[src/rtl/lights_pkg.sv]
// lights_pkg: shared widths, RGB channel slices and the fade FSM state type for the LED PWM path
package lights_pkg;
   localparam int PWM_W = 8;
   localparam int RGB_W = 24;
   localparam int R_HI = 23;
   localparam int R_LO = 16;
   localparam int G_HI = 15;
   localparam int G_LO = 8;
   localparam int B_HI = 7;
   localparam int B_LO = 0;
   typedef enum logic [2:0] {OFF, RUN, FADE_DOWN, DARK, FADE_UP} pwm_state_t;
endpackage

[src/rtl/pwm_channel.sv]
// pwm_channel: scales one colour level by global brightness and drives a registered PWM compare
module pwm_channel
   import lights_pkg::*;
(
   input  logic             clk,
   input  logic             rst,
   input  logic             act,
   input  logic [PWM_W-1:0] level,
   input  logic [PWM_W-1:0] bri,
   input  logic [PWM_W-1:0] cnt,
   output logic             pwm
);
   logic [2*PWM_W-1:0] prod;
   logic [PWM_W-1:0]   duty;
   logic               pwm_d, pwm_q;
   // brightness+1 lets full brightness pass the level through unchanged
   always_comb begin
      prod  = {{PWM_W{1'b0}}, level} * ({{PWM_W{1'b0}}, bri} + (2*PWM_W)'(1));
      duty  = PWM_W'(prod >> PWM_W);
      pwm_d = act && (cnt < duty);
   end
   always_ff @(posedge clk) pwm_q <= rst ? 1'b0 : pwm_d;
   assign pwm = pwm_q;
endmodule

[src/rtl/rgb_pwm_driver.sv]
// rgb_pwm_driver: three-channel LED PWM with period-aligned colour latch and sleep-driven brightness fade
module rgb_pwm_driver
   import lights_pkg::*;
#(
   parameter int PRESCALE  = 4,
   parameter int FADE_STEP = 8
) (
   input  logic             clk,
   input  logic             rst,
   input  logic             en,
   input  logic             sleep,
   input  logic [RGB_W-1:0] colour_in,
   output logic             pwm_r,
   output logic             pwm_g,
   output logic             pwm_b,
   output logic             period_start,
   output logic [PWM_W-1:0] brightness,
   output logic             faded_out
);
   localparam int PW = PRESCALE > 1 ? $clog2(PRESCALE) : 1;
   pwm_state_t       state_q, state_d;
   logic [PW-1:0]    pre_q, pre_d;
   logic [PWM_W-1:0] cnt_q, cnt_d, bri_q, bri_d;
   logic [RGB_W-1:0] col_q, col_d;
   logic             ps_q, ps_d, run, act, tick, bnd;
   logic [PWM_W:0]   dn, up;
   // dn/up carry one extra bit so under/overflow shows up in the MSB for clamping
   always_comb begin
      run   = state_q != OFF;
      act   = en && run;
      tick  = pre_q == PW'(PRESCALE - 1);
      bnd   = act && tick && cnt_q == '1;
      dn    = {1'b0, bri_q} - (PWM_W+1)'(FADE_STEP);
      up    = {1'b0, bri_q} + (PWM_W+1)'(FADE_STEP);
      pre_d = (!act || tick) ? '0 : pre_q + 1'b1;
      cnt_d = act ? cnt_q + PWM_W'(tick) : '0;
      ps_d  = en && (!run || bnd);
      col_d = ps_d ? colour_in : col_q;
      bri_d = (en && !run) ? '1 :
              !bnd ? bri_q :
              (state_q == FADE_DOWN && sleep) ? (dn[PWM_W] ? '0 : dn[PWM_W-1:0]) :
              (state_q == FADE_UP && !sleep) ? (up[PWM_W] ? '1 : up[PWM_W-1:0]) : bri_q;
   end
   always_comb begin
      state_d = state_q;
      if (!en)
         state_d = OFF;
      else if (!run)
         state_d = RUN;
      else if (bnd)
         case (state_q)
            RUN:       state_d = sleep ? FADE_DOWN : RUN;
            FADE_DOWN: state_d = !sleep ? FADE_UP : (dn[PWM_W] || dn[PWM_W-1:0] == '0) ? DARK : FADE_DOWN;
            DARK:      state_d = sleep ? DARK : FADE_UP;
            FADE_UP:   state_d = sleep ? FADE_DOWN : (up[PWM_W] || up[PWM_W-1:0] == '1) ? RUN : FADE_UP;
            default:   state_d = OFF;
         endcase
   end
   always_comb faded_out = state_q == DARK;
   always_ff @(posedge clk) state_q <= rst ? OFF : state_d;
   always_ff @(posedge clk) begin
      if (rst) begin
         pre_q <= '0;
         cnt_q <= '0;
         bri_q <= '1;
         col_q <= '0;
         ps_q  <= 1'b0;
      end else begin
         pre_q <= pre_d;
         cnt_q <= cnt_d;
         bri_q <= bri_d;
         col_q <= col_d;
         ps_q  <= ps_d;
      end
   end
   assign period_start = ps_q;
   assign brightness   = bri_q;
   pwm_channel u_r (.clk(clk), .rst(rst), .act(act), .level(col_q[R_HI:R_LO]), .bri(bri_q), .cnt(cnt_q), .pwm(pwm_r));
   pwm_channel u_g (.clk(clk), .rst(rst), .act(act), .level(col_q[G_HI:G_LO]), .bri(bri_q), .cnt(cnt_q), .pwm(pwm_g));
   pwm_channel u_b (.clk(clk), .rst(rst), .act(act), .level(col_q[B_HI:B_LO]), .bri(bri_q), .cnt(cnt_q), .pwm(pwm_b));
endmodule

[config.mk]
export PLATFORM = sky130hd
export DESIGN_NAME = rgb_pwm_driver
export DESIGN_NICKNAME = d
export VERILOG_FILES = /design/src/rtl/lights_pkg.sv /design/src/rtl/pwm_channel.sv /design/src/rtl/rgb_pwm_driver.sv
export SDC_FILE = /design/constraint.sdc
export NUM_CORES = 1
export LEC_CHECK = 0
export BUFFER_PORTS_ARGS = -buffer_cell sky130_fd_sc_hd__buf_4
export CELL_PAD_IN_SITES_DETAIL_PLACEMENT = 1
export CELL_PAD_IN_SITES_GLOBAL_PLACEMENT = 2
export CORE_AREA = 8 8 164 166
export CTS_CLUSTER_SIZE = 25
export DETAILED_ROUTE_END_ITERATION = 12
export DIE_AREA = 0 0 172 174
export HOLD_SLACK_MARGIN = 0.08
export PLACE_DENSITY_LB_ADDON = 0.1
export SLEW_MARGIN = 20
export SYNTH_ARGS = -nofsm -noshare
export SYNTH_HDL_FRONTEND = slang
export SYNTH_HIERARCHICAL = 1
export SYNTH_SLANG_ARGS = --single-unit
[constraint.sdc]
create_clock -name clk -period 14.95 [get_ports clk]
set_clock_uncertainty 0.1 [all_clocks]
set_input_delay 2.99 -clock clk [delete_from_list [all_inputs] [get_ports clk]]
set_output_delay 2.99 -clock clk [all_outputs]
set_load 0.05 [all_outputs]
; ---- Word-level counts from Yosys, hierarchy flattened
; Index checks and enable logic that the tools add are counted.
[word_totals]
output_inout_bits = 13
inputBits = 28
wordCells = 71
regBits = 49
[op_classes]
n_mul = 3
n_lt_le_gt_ge = 3
bitwise_logic = 3
reduce_logical = 26
add_sub_neg = 5
eq_ne = 8
muxes = 13
[op_table]
columns = op, n
row1 = 8-bit by 16-bit multiplier with 16-bit output, 3
row2 = 8-bit two-way mux, 4
row3 = 8-bit less-than comparator, 3
row4 = 8-bit equality test (second input constant), 2
row5 = 3-bit two-way mux, 4
row6 = 3-bit one-hot mux with 4 select lines, 1
row7 = 1-bit logical AND, 10
row8 = 8-bit by 1-bit adder with 9-bit output (second input constant), 1
row9 = 8-bit by 4-bit adder with 9-bit output (second input constant), 1
row10 = 8-bit by 4-bit subtractor with 9-bit output (second input constant), 1
row11 = 8-bit by 1-bit adder with 8-bit output, 1
row12 = 8-bit zero test, 1
row13 = 2-bit OR reduction, 4
row14 = 3-bit by 2-bit equality test with 1-bit output (second input constant), 2
row15 = 1-bit logical OR, 4
row16 = 3-bit by 1-bit equality test with 1-bit output (second input constant), 1
row17 = 3-bit equality test (second input constant), 1
row18 = 1-bit zero test, 3
row19 = 1-bit two-way mux, 3
row20 = 1-bit inverter, 3
row21 = 3-bit nonzero test, 1
row22 = 3-bit OR reduction, 1
row23 = 2-bit by 1-bit adder with 2-bit output (second input constant), 1
row24 = 2-bit equality test (second input constant), 1
row25 = 4 further kinds, 4

; ---- Longest topological paths before layout
; Gate-level depths: netlist (run 1).
[logic_depth]
depth_word = 8
mapped_depth = 25
mapped_depth_nobuf = 24

; ---- Modules after synthesis
; Netlist (run 1), hierarchy kept.
[by_module_without_submodules]
columns = module, area_per_inst_um2, cells_per_inst, n_inst, seq_area_each_um2
row1 = pwm_channel (u_r), 2453.6, 277, 1, 20.0
row2 = pwm_channel (u_b), 2409.8, 271, 1, 20.0
row3 = pwm_channel (u_g), 2391.0, 257, 1, 20.0
row4 = rgb_pwm_driver, 2331.0, 257, 1, 880.8

; ---- Worst setup path after synthesis (run 1)
; OpenSTA, ideal clock, no wires.
[synth_path]
path_kind = flip-flop to flip-flop
startpoint = register bri_q[1], in the netlist brightness[1]
endpoint = register u_r.pwm_q, in the netlist u_r/pwm
required_time_ps = 14780
arrival_time_ps = 6765
path_stages_with_launch = 23
setup_slack_ps = 8015
setup_ps = 70
synth_period_minus_slack_ps = 6935
path_buffers = 0
cell_sequence = dfxtp_1 ha_1 nand3_1 xor2_1 nor2b_1 fa_1 fa_1 fa_1 inv_1 fa_1 inv_1 ha_1 a211o_1 a31oi_1 o21ai_2 a311oi_1 o31ai_1 ha_1 nand4_1 nor2_1 a211oi_1 o21ai_0 a21oi_1
[synth_between]
elab_chain_cells = 4
[synth_lines]
columns = element, line
row1 = "start, declared", rgb_pwm_driver.sv:23  ; logic [PWM_W-1:0] cnt_q, cnt_d, bri_q, bri_d;
row2 = "start signal, assigned", rgb_pwm_driver.sv:71  ; bri_q <= bri_d;
row3 = 8-bit by 1-bit adder with 9-bit output, pwm_channel.sv:18  ; prod = {{PWM_W{1'b0}}, level} * ({{PWM_W{1'b0}}, bri} + (2*PWM_W)'(1));
row4 = 8-bit by 16-bit multiplier with 16-bit output, pwm_channel.sv:18
row5 = 8-bit less-than comparator, pwm_channel.sv:20  ; pwm_d = act && (cnt < duty);
row6 = 1-bit logical AND, pwm_channel.sv:20
row7 = "end signal, assigned", pwm_channel.sv:22  ; always_ff @(posedge clk) pwm_q <= rst ? 1'b0 : pwm_d;
row8 = "end, declared", pwm_channel.sv:15  ; logic pwm_d, pwm_q;
; No other way between the ends.
; A chain may end at the register's enable or synchronous reset.

; ---- Worst setup path after layout (run 1)
[layout_path]
startpoint = register bri_q[1], in the netlist brightness[1]
endpoint = register u_g.pwm_q, in the netlist u_g/pwm
[layout_between]
elab_chain_cells = 4
[layout_lines]
columns = element, line
row1 = 8-bit by 1-bit adder with 9-bit output, pwm_channel.sv:18
row2 = 8-bit by 16-bit multiplier with 16-bit output, pwm_channel.sv:18
row3 = 8-bit less-than comparator, pwm_channel.sv:20
row4 = 1-bit logical AND, pwm_channel.sv:20
row5 = "end signal, assigned", pwm_channel.sv:22
row6 = "end, declared", pwm_channel.sv:15
; No other way between the ends.

==> flow_summary.ini, run 1 <==
[status]
outcome = complete, no violations

[timing]
setup_viol = 0
tightest_slew_ns = 0.963
setup_tns_ns = 0
finalHoldViolations = 0
period_needed_ns = 6.89
post-route-period-util_pct = 46.1
maxSlewHeadroom_pct = 35.8
fmax_mhz = 145
maxSlewViolCount = 0
rsz0062_at_grt = false

[global_routing]
grt_usage_pct = 17.1
grt_max_degree = 56
grt_pass1_wl_um = 41200
grt_pass1_vias = 7850
grt.overflow.total = 0
antenna_found_initial = 0

[setup_path]
reg2reg_setup_slack_ns = 8.06
cp.arrival_ns = 7.01
rr_startpoint = brightness[1]
end_kind = flip-flop
crit_fanout = 54
required_ns = 15.08
rr_worst_depth = 24
startpoint_type = flip-flop
r2r-end = u_g/pwm
worstSetupPathType = flip-flop to flip-flop

[synthesis]
synthTopCellsByArea = fa_1 25%, ha_1 16%, dfxtp_1 9.8%
synth_area_um2 = 9590
synth_cell_types = 74
synth_seq_cells = 47
yosysMostFrequentCell = inv_1
synth.avg_cell_area_um2 = 9.03
yosys_warnings = 6
synth_top_area_cell = fa_1
synth_edf_count = 0
syn_inst = 1062
synth_seq_area_share_pct = 9.82
async_reset_ff_share_pct = 0
syn_nets = 1335
yosysTopAreaCellShare_pct = 25.1
synth_ff_type = dfxtp_1
synth_common_cells = 141 x inv_1, 125 x ha_1, 120 x fa_1

[detailed_routing]
drt-total-wl_um = 24600
drt_iter0_drc = 274
avgViaCountPerCell = 5.05
wire_per_inst_um = 17.2
route.vias.total = 7203
firstDrtPassIters = 4
antenna_left = 0
drc_errors = 0

[floorplanning]
start_util_pct = 39.1
coreArea_um2 = 24500
die_y_um = 174
placementRows = 58
ioPinCount = 41
dieArea_um2 = 29900
die_x_um = 172

[clocking]
cts.reportedPaths.clkPinSlew_ns = 0.08
htree_levels = 2
clock-sinks = 47
clk_latency_ns = 0.31
cts_hold_buf = 0
cts_repair_resize_count = 0
postCtsSetupRepairBufs = 0
cts-root-buf = clkbuf_16
cts_tree = yes
numCtsBuffers = 5
cts_buffer_depth = 2

[finish]
syn2layout_area_growth_pct = 8.93
nets = 1368
diodes = 0
finish.utilization_pct = 42.6
final_layout_size_suffix_gt1_share_pct = 7.21

[placement]
port_buffers = 40
place_congestion = 0.771
dpl.hpwl_um = 19600

[worst_hold_path]
hold_end = pre_q[0]
hold_depth = 1
min-delay-start = pre_q[0]
hold_class = flip-flop to flip-flop

[power_and_ir_drop]
peakVddDrop_uv = 39.4
p_per_area_nw_per_um2 = 34.9
leakagePower_nw = 5.22

[run]
cap_violations = 0
-- layout make-up --
type | count | area [µm²]
Fill cell | 2948 | 14100
Multi-Input combinational cell | 853 | 8010
Sequential cell | 47 | 942
Inverter | 141 | 529
Tap cell | 330 | 413
Timing Repair Buffer | 47 | 353
Clock buffer | 5 | 125
Clock inverter | 3 | 67.6
-- critical path, stage by stage, from the launching register on --
cell and delay (ns):
dfxtp_2 0.36, buf_4 0.47, ha_1 0.32, nand3_1 0.10, xor2_1 0.64, nor2b_1 0.16, fa_1 0.60, fa_1 0.44
fa_1 0.54, inv_1 0.06, fa_1 0.54, inv_1 0.04, ha_1 0.33, a21oi_2 0.16, a21bo_2 0.27, a31oi_4 0.24
nand2b_2 0.11, a21oi_2 0.15, xor2_1 0.17, ha_1 0.26, a21oi_1 0.14, nor2b_1 0.06, o21ai_0 0.15, o2111ai_1 0.15
a211oi_2 0.19
-- cell usage in the layout (no fill, tap or decap), drive strengths merged, types with 15 or more instances in the layout --
| master | count |
|---|---|
| buf | 47 |
| a21o | 15 |
| o21ai | 19 |
| nand2 | 38 |
| nor2 | 39 |
| a21oi | 27 |
| ha | 125 |
| nor2b | 98 |
| dfxtp | 47 |
| inv | 141 |
| nand2b | 78 |
| mux2i | 26 |
| and2 | 61 |
| fa | 120 |
| nand3 | 18 |
| xnor2 | 31 |
| xor2 | 21 |
-- worst max-delay path by stage --
stage,from,endpoint,slack (ns)
5_1_grt,brightness[1],u_r/pwm,7.47
2_1_floorplan,brightness[1],u_r/pwm,8.02
3_5_place_dp,brightness[1],u_r/pwm,8.05
6_report,brightness[1],u_g/pwm,8.06
3_3_place_gp,brightness[1],u_g/pwm,8.24
4_1_cts,brightness[1],u_r/pwm,8.01
-- power by group --
| part | internal, mW | switching, mW |
|---|---|---|
| Combinational | 0.0327 | 0.0310 |
| Sequential | 0.130 | 0.0122 |
| Clock | 0.0963 | 0.0624 |
| Total | 0.259 | 0.106 |
-- through the flow --
stage | worst slack [ns] | area [µm²] | hold WS (ns) | power [mW] | instances
final | 8.06 | 10400 | 0.344 | 0.364 | 1426
after global routing | 7.47 | 10400 | 0.361 | 0.384 | 1426
after CTS | 8.01 | 10400 | 0.348 | 0.372 | 1426
after detailed placement | 8.05 | 10200 | 0.328 | 0.210 | 1418
after global placement | 8.24 | 10200 | 0.323 | 0.209 | 1418
after floorplan | 8.02 | 9590 | 0.308 | 0.186 | 1062
-- state kept, by name (all words and copies together) (netlist names) --
register and cells:
u_b/pwm 1, pre_q 2, brightness 6, col_q 24, cnt_q 8, u_r/pwm 1, period_start 1, state_q 3
u_g/pwm 1
-- per-layer routing --
layer / track usage (%) / up-vias / routed length, µm
li1: - / 3545 / -
met1: 22.9 / 3599 / 11700
met2: 29.3 / 48 / 12200
met3: 1.63 / 11 / 441
met4: 3.09 / 0 / 221
met5: 0 / - / 0
-- cell families (layout without fill, tap and decap cells) --
kind of cell / after synthesis / in the layout / share of synthesized area, %
multiplexers: 26 / 26 / 2.72
AND/OR/NAND/NOR: 402 / 402 / 24.7
adder cells (fa/ha/maj): 245 / 245 / 41.4
XOR/XNOR: 52 / 52 / 4.83
flip-flops: 47 / 47 / 9.82
buffers and inverters: 162 / 196 / 6.62
AO/OA/AOI/OAI: 128 / 128 / 9.91
Note: power is estimated with default switching activity, not from simulation.
==> run 2, diff against run 1 <==
clock period = 6.5 ns   (was 14.95 ns; I/O delays follow)
==> flow_summary.ini, run 2 (synthesis gave the netlist of run 1 again) <==
[timing]
tightest_slew_ns = 1.02
fmax_mhz = 163
setup_viol = 0
finalHoldViolations = 0
maxSlewViolCount = 0
period_needed_ns = 6.13
setup_ws_ns = 0.374
setup_tns_ns = 0
post-route-period-util_pct = 94.3
rsz0062_at_grt = true
hold_ws_ns = 0.344
maxSlewHeadroom_pct = 32.1

[detailed_routing]
wire_per_inst_um = 17.3
wl_met1_um = 12000
firstDrtPassIters = 4
avgViaCountPerCell = 5.08
dr.max_layer_used = met4
wl_met2_um = 12300
antenna_left = 0
wl_met3_um = 559
route.vias.total = 7364
drt_iter0_drc = 256
drt-total-wl_um = 25100
drc_errors = 0

[global_routing]
grt_pass1_wl_um = 41900
antenna_found_initial = 0
grt_usage_pct = 17.3
grt_max_degree = 56
grt.overflow.total = 0
grt_pass1_vias = 8073

[floorplanning]
coreArea_um2 = 24500
die_y_um = 174
start_util_pct = 39.1
die_x_um = 172
placementRows = 58
dieArea_um2 = 29900
ioPinCount = 41

[placement]
place_congestion = 0.783
place_ws_ns = -0.0268
port_buffers = 40
dpl.hpwl_um = 20200
placed_cell_area_um2 = 10400

[clocking]
cts_hold_buf = 0
cts_tree = yes
cts.reportedPaths.clkPinSlew_ns = 0.09
numCtsBuffers = 5
cts-root-buf = clkbuf_16
clk_latency_ns = 0.31
cts_buffer_depth = 2
htree_levels = 2
clock-sinks = 47

[setup_path]
critPathBufInv = 4
crit_top_cell = fa_1
end_kind = flip-flop
startpoint_type = flip-flop
required_ns = 6.65
crit_family = adder cells
crit_fanout = 11
worstSetupPathType = flip-flop to flip-flop
rr_startpoint = brightness[1]
slowest_stage = fa_1
cpPeakStageDelay_ns = 0.54
path_cells = buf_4, buf_4, xor2_2, and2_1, fa_1, fa_1, fa_1, inv_1, fa_1, inv_1, ha_1, a211o_1, a31oi_2, o21ai_2, o21a_1, o31ai_1, ha_1, nand4_1, nor2_1, a211oi_1, o21ai_0, a21oi_1
rr_worst_depth = 22
reg2reg_setup_slack_ns = 0.37
cp.arrival_ns = 6.27
r2r-end = u_r/pwm

[power_and_ir_drop]
p_per_area_nw_per_um2 = 72.4
pwr-share-comb_pct = 19.1
leakagePower_nw = 5.33
pwr-share-clk_pct = 38.6
netSwitchingFraction_pct = 32.5
peakVddDrop_uv = 99.2
cellInternalPower_mw = 0.522
netSwitchingPower_mw = 0.251
seqPwrFrac_pct = 42.3

[worst_hold_path]
min-delay-start = pre_q[0]
hold_depth = 1
hold_end = pre_q[0]
hold_class = flip-flop to flip-flop

[finish]
final_layout_size_suffix_gt1_share_pct = 10.3
mostFrequentLayoutCell = inv_1
top_register = col_q
nets = 1393
fin_area_um2 = 10700
diodes = 0
n_fill_cell = 2910
multiInputGateArea_um2 = 8090
syn2layout_area_growth_pct = 11.3
largest_register_ffs = 24
mostFrequentLayoutCells = 141 x inv_1, 125 x ha_1, 120 x fa_1
seq_area_um2 = 945

[status]
outcome = complete, no violations

[run]
cap_violations = 0
[run 2: cell types whose count changed in the layout (fill, tap and decap cells not counted), sizes merged]
cell,previous run,this run
buf,47,72
bufinv,2,0
clkinvlp,1,0
inv,141,144
[run 2: worst register-to-register path, stage by stage, from the launching register on]
cell,delay [ns]
dfxtp_4,0.43
buf_4,0.20
buf_4,0.19
xor2_2,0.39
and2_1,0.22
fa_1,0.46
fa_1,0.53
fa_1,0.54
inv_1,0.05
fa_1,0.53
inv_1,0.04
ha_1,0.31
a211o_1,0.34
a31oi_2,0.23
o21ai_2,0.13
o21a_1,0.20
o31ai_1,0.26
ha_1,0.30
nand4_1,0.10
nor2_1,0.06
a211oi_1,0.21
o21ai_0,0.12
a21oi_1,0.12
[run 2: area by class of cell]
cell class | instances | area share (%)
multi-input cells | 853 | 75.8
flip-flops and latches | 47 | 8.85
repair buffers | 72 | 5.07
inverters | 141 | 4.96
well taps | 330 | 3.87
clock buffers | 5 | 1.17
clock inverters | 3 | 0.246
[run 2: worst max-delay path by stage]
| stage | to | cells after the start | start |
|---|---|---|---|
| after CTS | u_r/pwm | 23 | brightness[1] |
| final | u_r/pwm | 22 | brightness[1] |
| after global routing | u_r/pwm | 22 | brightness[1] |
| after global placement | u_r/pwm | 21 | brightness[1] |
| after detailed placement | u_r/pwm | 21 | brightness[1] |
| after floorplan | u_r/pwm | 22 | brightness[1] |
[run 2: power groups by stage]
| stage | clock (mW) | sequential [mW] | combinational (mW) |
|---|---|---|---|
| detailed placement | 0 | 0.335 | 0.149 |
| floorplan | 0 | 0.322 | 0.106 |
| global route | 0.321 | 0.331 | 0.166 |
| finish | 0.298 | 0.327 | 0.148 |
| CTS | 0.309 | 0.328 | 0.151 |
| global placement | 0 | 0.335 | 0.147 |
[run 2: per-stage QoR]
stage	power [mW]	util (%)	std cells
CTS	0.787	43.1	1447
finish	0.773	43.5	1451
global placement	0.481	42.4	1439
floorplan	0.428	-	1062
detailed placement	0.484	42.4	1439
global route	0.819	43.5	1451
[run 2: repair_timing]
| item | 4_1_cts | 5_1_grt |
|---|---|---|
| setup endpoints to repair | 1 | 3 |
| gates cloned | 0 | 0 |
| pin swaps | 0 | 3 |
| hold endpoints to repair | 0 | 0 |
| setup buffers | 0 | 4 |
| gates resized for setup | 2 | 11 |
[run 2: layer usage]
| layer | global-route usage [%] | vias up |
|---|---|---|
| li1 | - | 3600 |
| met1 | 23.1 | 3693 |
| met2 | 29.6 | 58 |
| met3 | 1.72 | 13 |
| met4 | 3.59 | 0 |
| met5 | 0 | - |
==> run 3, diff against run 2 <==
REMOVE_ABC_BUFFERS = 1   (was not set)
==> flow_summary.ini, run 3 (synthesis gave the netlist of run 1 again) <==
[finish]
largest_register_ffs = 24
n_fill_cell = 2927
syn2layout_area_growth_pct = 11.9
mostFrequentLayoutCell = inv_1
diodes = 0
final_layout_size_suffix_gt1_share_pct = 10.7
mostFrequentLayoutCells = 141 x inv_1, 124 x ha_1, 120 x fa_1
top_register = col_q
nets = 1393

[timing]
fmax_mhz = 161
rsz0062_at_grt = true
setup_viol = 0
setup_ws_ns = 0.297
period_needed_ns = 6.20
setup_tns_ns = 0
tightest_slew_ns = 0.981
post-route-period-util_pct = 95.4
maxSlewViolCount = 0
maxSlewHeadroom_pct = 34.6
finalHoldViolations = 0

[floorplanning]
die_x_um = 172
die_y_um = 174
ioPinCount = 41
dieArea_um2 = 29900
placementRows = 58
coreArea_um2 = 24500
start_util_pct = 39.1

[detailed_routing]
firstDrtPassIters = 4
route.vias.total = 7331
drt_iter0_drc = 207
drc_errors = 0
drt-total-wl_um = 25800
antenna_left = 0
wire_per_inst_um = 17.8
avgViaCountPerCell = 5.05

[global_routing]
grt_pass1_vias = 8154
grt.overflow.total = 0
grt_max_degree = 56
grt_usage_pct = 18.0
grt_pass1_wl_um = 43300
antenna_found_initial = 0

[setup_path]
cpPeakStageDelay_ns = 0.53
slowest_stage = fa_1
required_ns = 6.64
crit_top_cell = fa_1
startpoint_type = flip-flop
cp.arrival_ns = 6.34
end_kind = flip-flop
worstSetupPathType = flip-flop to flip-flop
crit_fanout = 15

[clocking]
cts-root-buf = clkbuf_16
cts_tree = yes
htree_levels = 2
cts_buffer_depth = 2
clock-sinks = 47
cts.reportedPaths.clkPinSlew_ns = 0.08
clk_latency_ns = 0.31
cts_hold_buf = 0
numCtsBuffers = 5

[placement]
port_buffers = 40
dpl.hpwl_um = 20100
place_ws_ns = 0.108
place_congestion = 0.786

[power_and_ir_drop]
peakVddDrop_uv = 85.5
leakagePower_nw = 5.36
p_per_area_nw_per_um2 = 75.3

[worst_hold_path]
hold_class = flip-flop to flip-flop

[run]
cap_violations = 0

[status]
outcome = complete, no violations
[run 3: area by class of cell]
cell class / instances / area (µm²) / area share (%)
timing repair buffer: 72 / 544 / 5.08
clock inverter: 3 / 47.5 / 0.443
sequential: 47 / 946 / 8.82
inverter: 141 / 529 / 4.94
multi-input combinational: 853 / 8120 / 75.7
clock buffer: 5 / 125 / 1.17
tap: 330 / 413 / 3.85
[run 3: layer usage]
layer	share of wire [%]	routed length [µm]	up-vias	GRT usage [%]
met5	0	0	-	0
met4	1.5	378	0	3.56
met3	1.8	466	19	1.84
met2	48	12300	64	29.9
met1	49	12600	3659	25.0
li1	-	-	3589	-
[run 3: final timing paths]
kind,slack (ns),from,cells after the start,to
worst max-delay path,0.30,brightness[1],26,u_g/pwm
worst min-delay path,0.34,pre_q[0],1,pre_q[0]
worst max register to register,0.30,brightness[1],26,u_g/pwm
worst min register to register,0.34,pre_q[0],1,pre_q[0]
[run 3: through the flow]
step / power [mW] / hold slack [ns] / instance area (µm²) / std cells / utilization, %
floorplan: 0.425 / 0.308 / 9480 / 1041 / -
global placement: 0.485 / 0.318 / 10400 / 1442 / 42.5
detailed placement: 0.486 / 0.329 / 10400 / 1442 / 42.5
CTS: 0.821 / 0.342 / 10600 / 1450 / 43.2
global route: 0.850 / 0.360 / 10700 / 1451 / 43.7
finish: 0.807 / 0.336 / 10700 / 1451 / 43.7
[run 3: power breakdown]
group,switching [mW],internal (mW)
sequential,0.0292,0.298
clock,0.145,0.185
combinational,0.0733,0.0761
total,0.248,0.559
[run 3: timing repair]
| item | 4_1_cts | 5_1_grt |
|---|---|---|
| setup buffers | 0 | 1 |
| gates resized for setup | 0 | 22 |
| setup endpoints to repair | 0 | 3 |
[run 3: critical path: cells and delay by family (launching register included)]
family / cells / cell delay, ns
adder cells (fa/ha/maj): 7 / 2.78
AO/OA/AOI/OAI: 8 / 1.53
buffers and inverters: 5 / 0.51
AND/OR/NAND/NOR: 4 / 0.44
flip-flops: 1 / 0.42
XOR/XNOR: 2 / 0.34
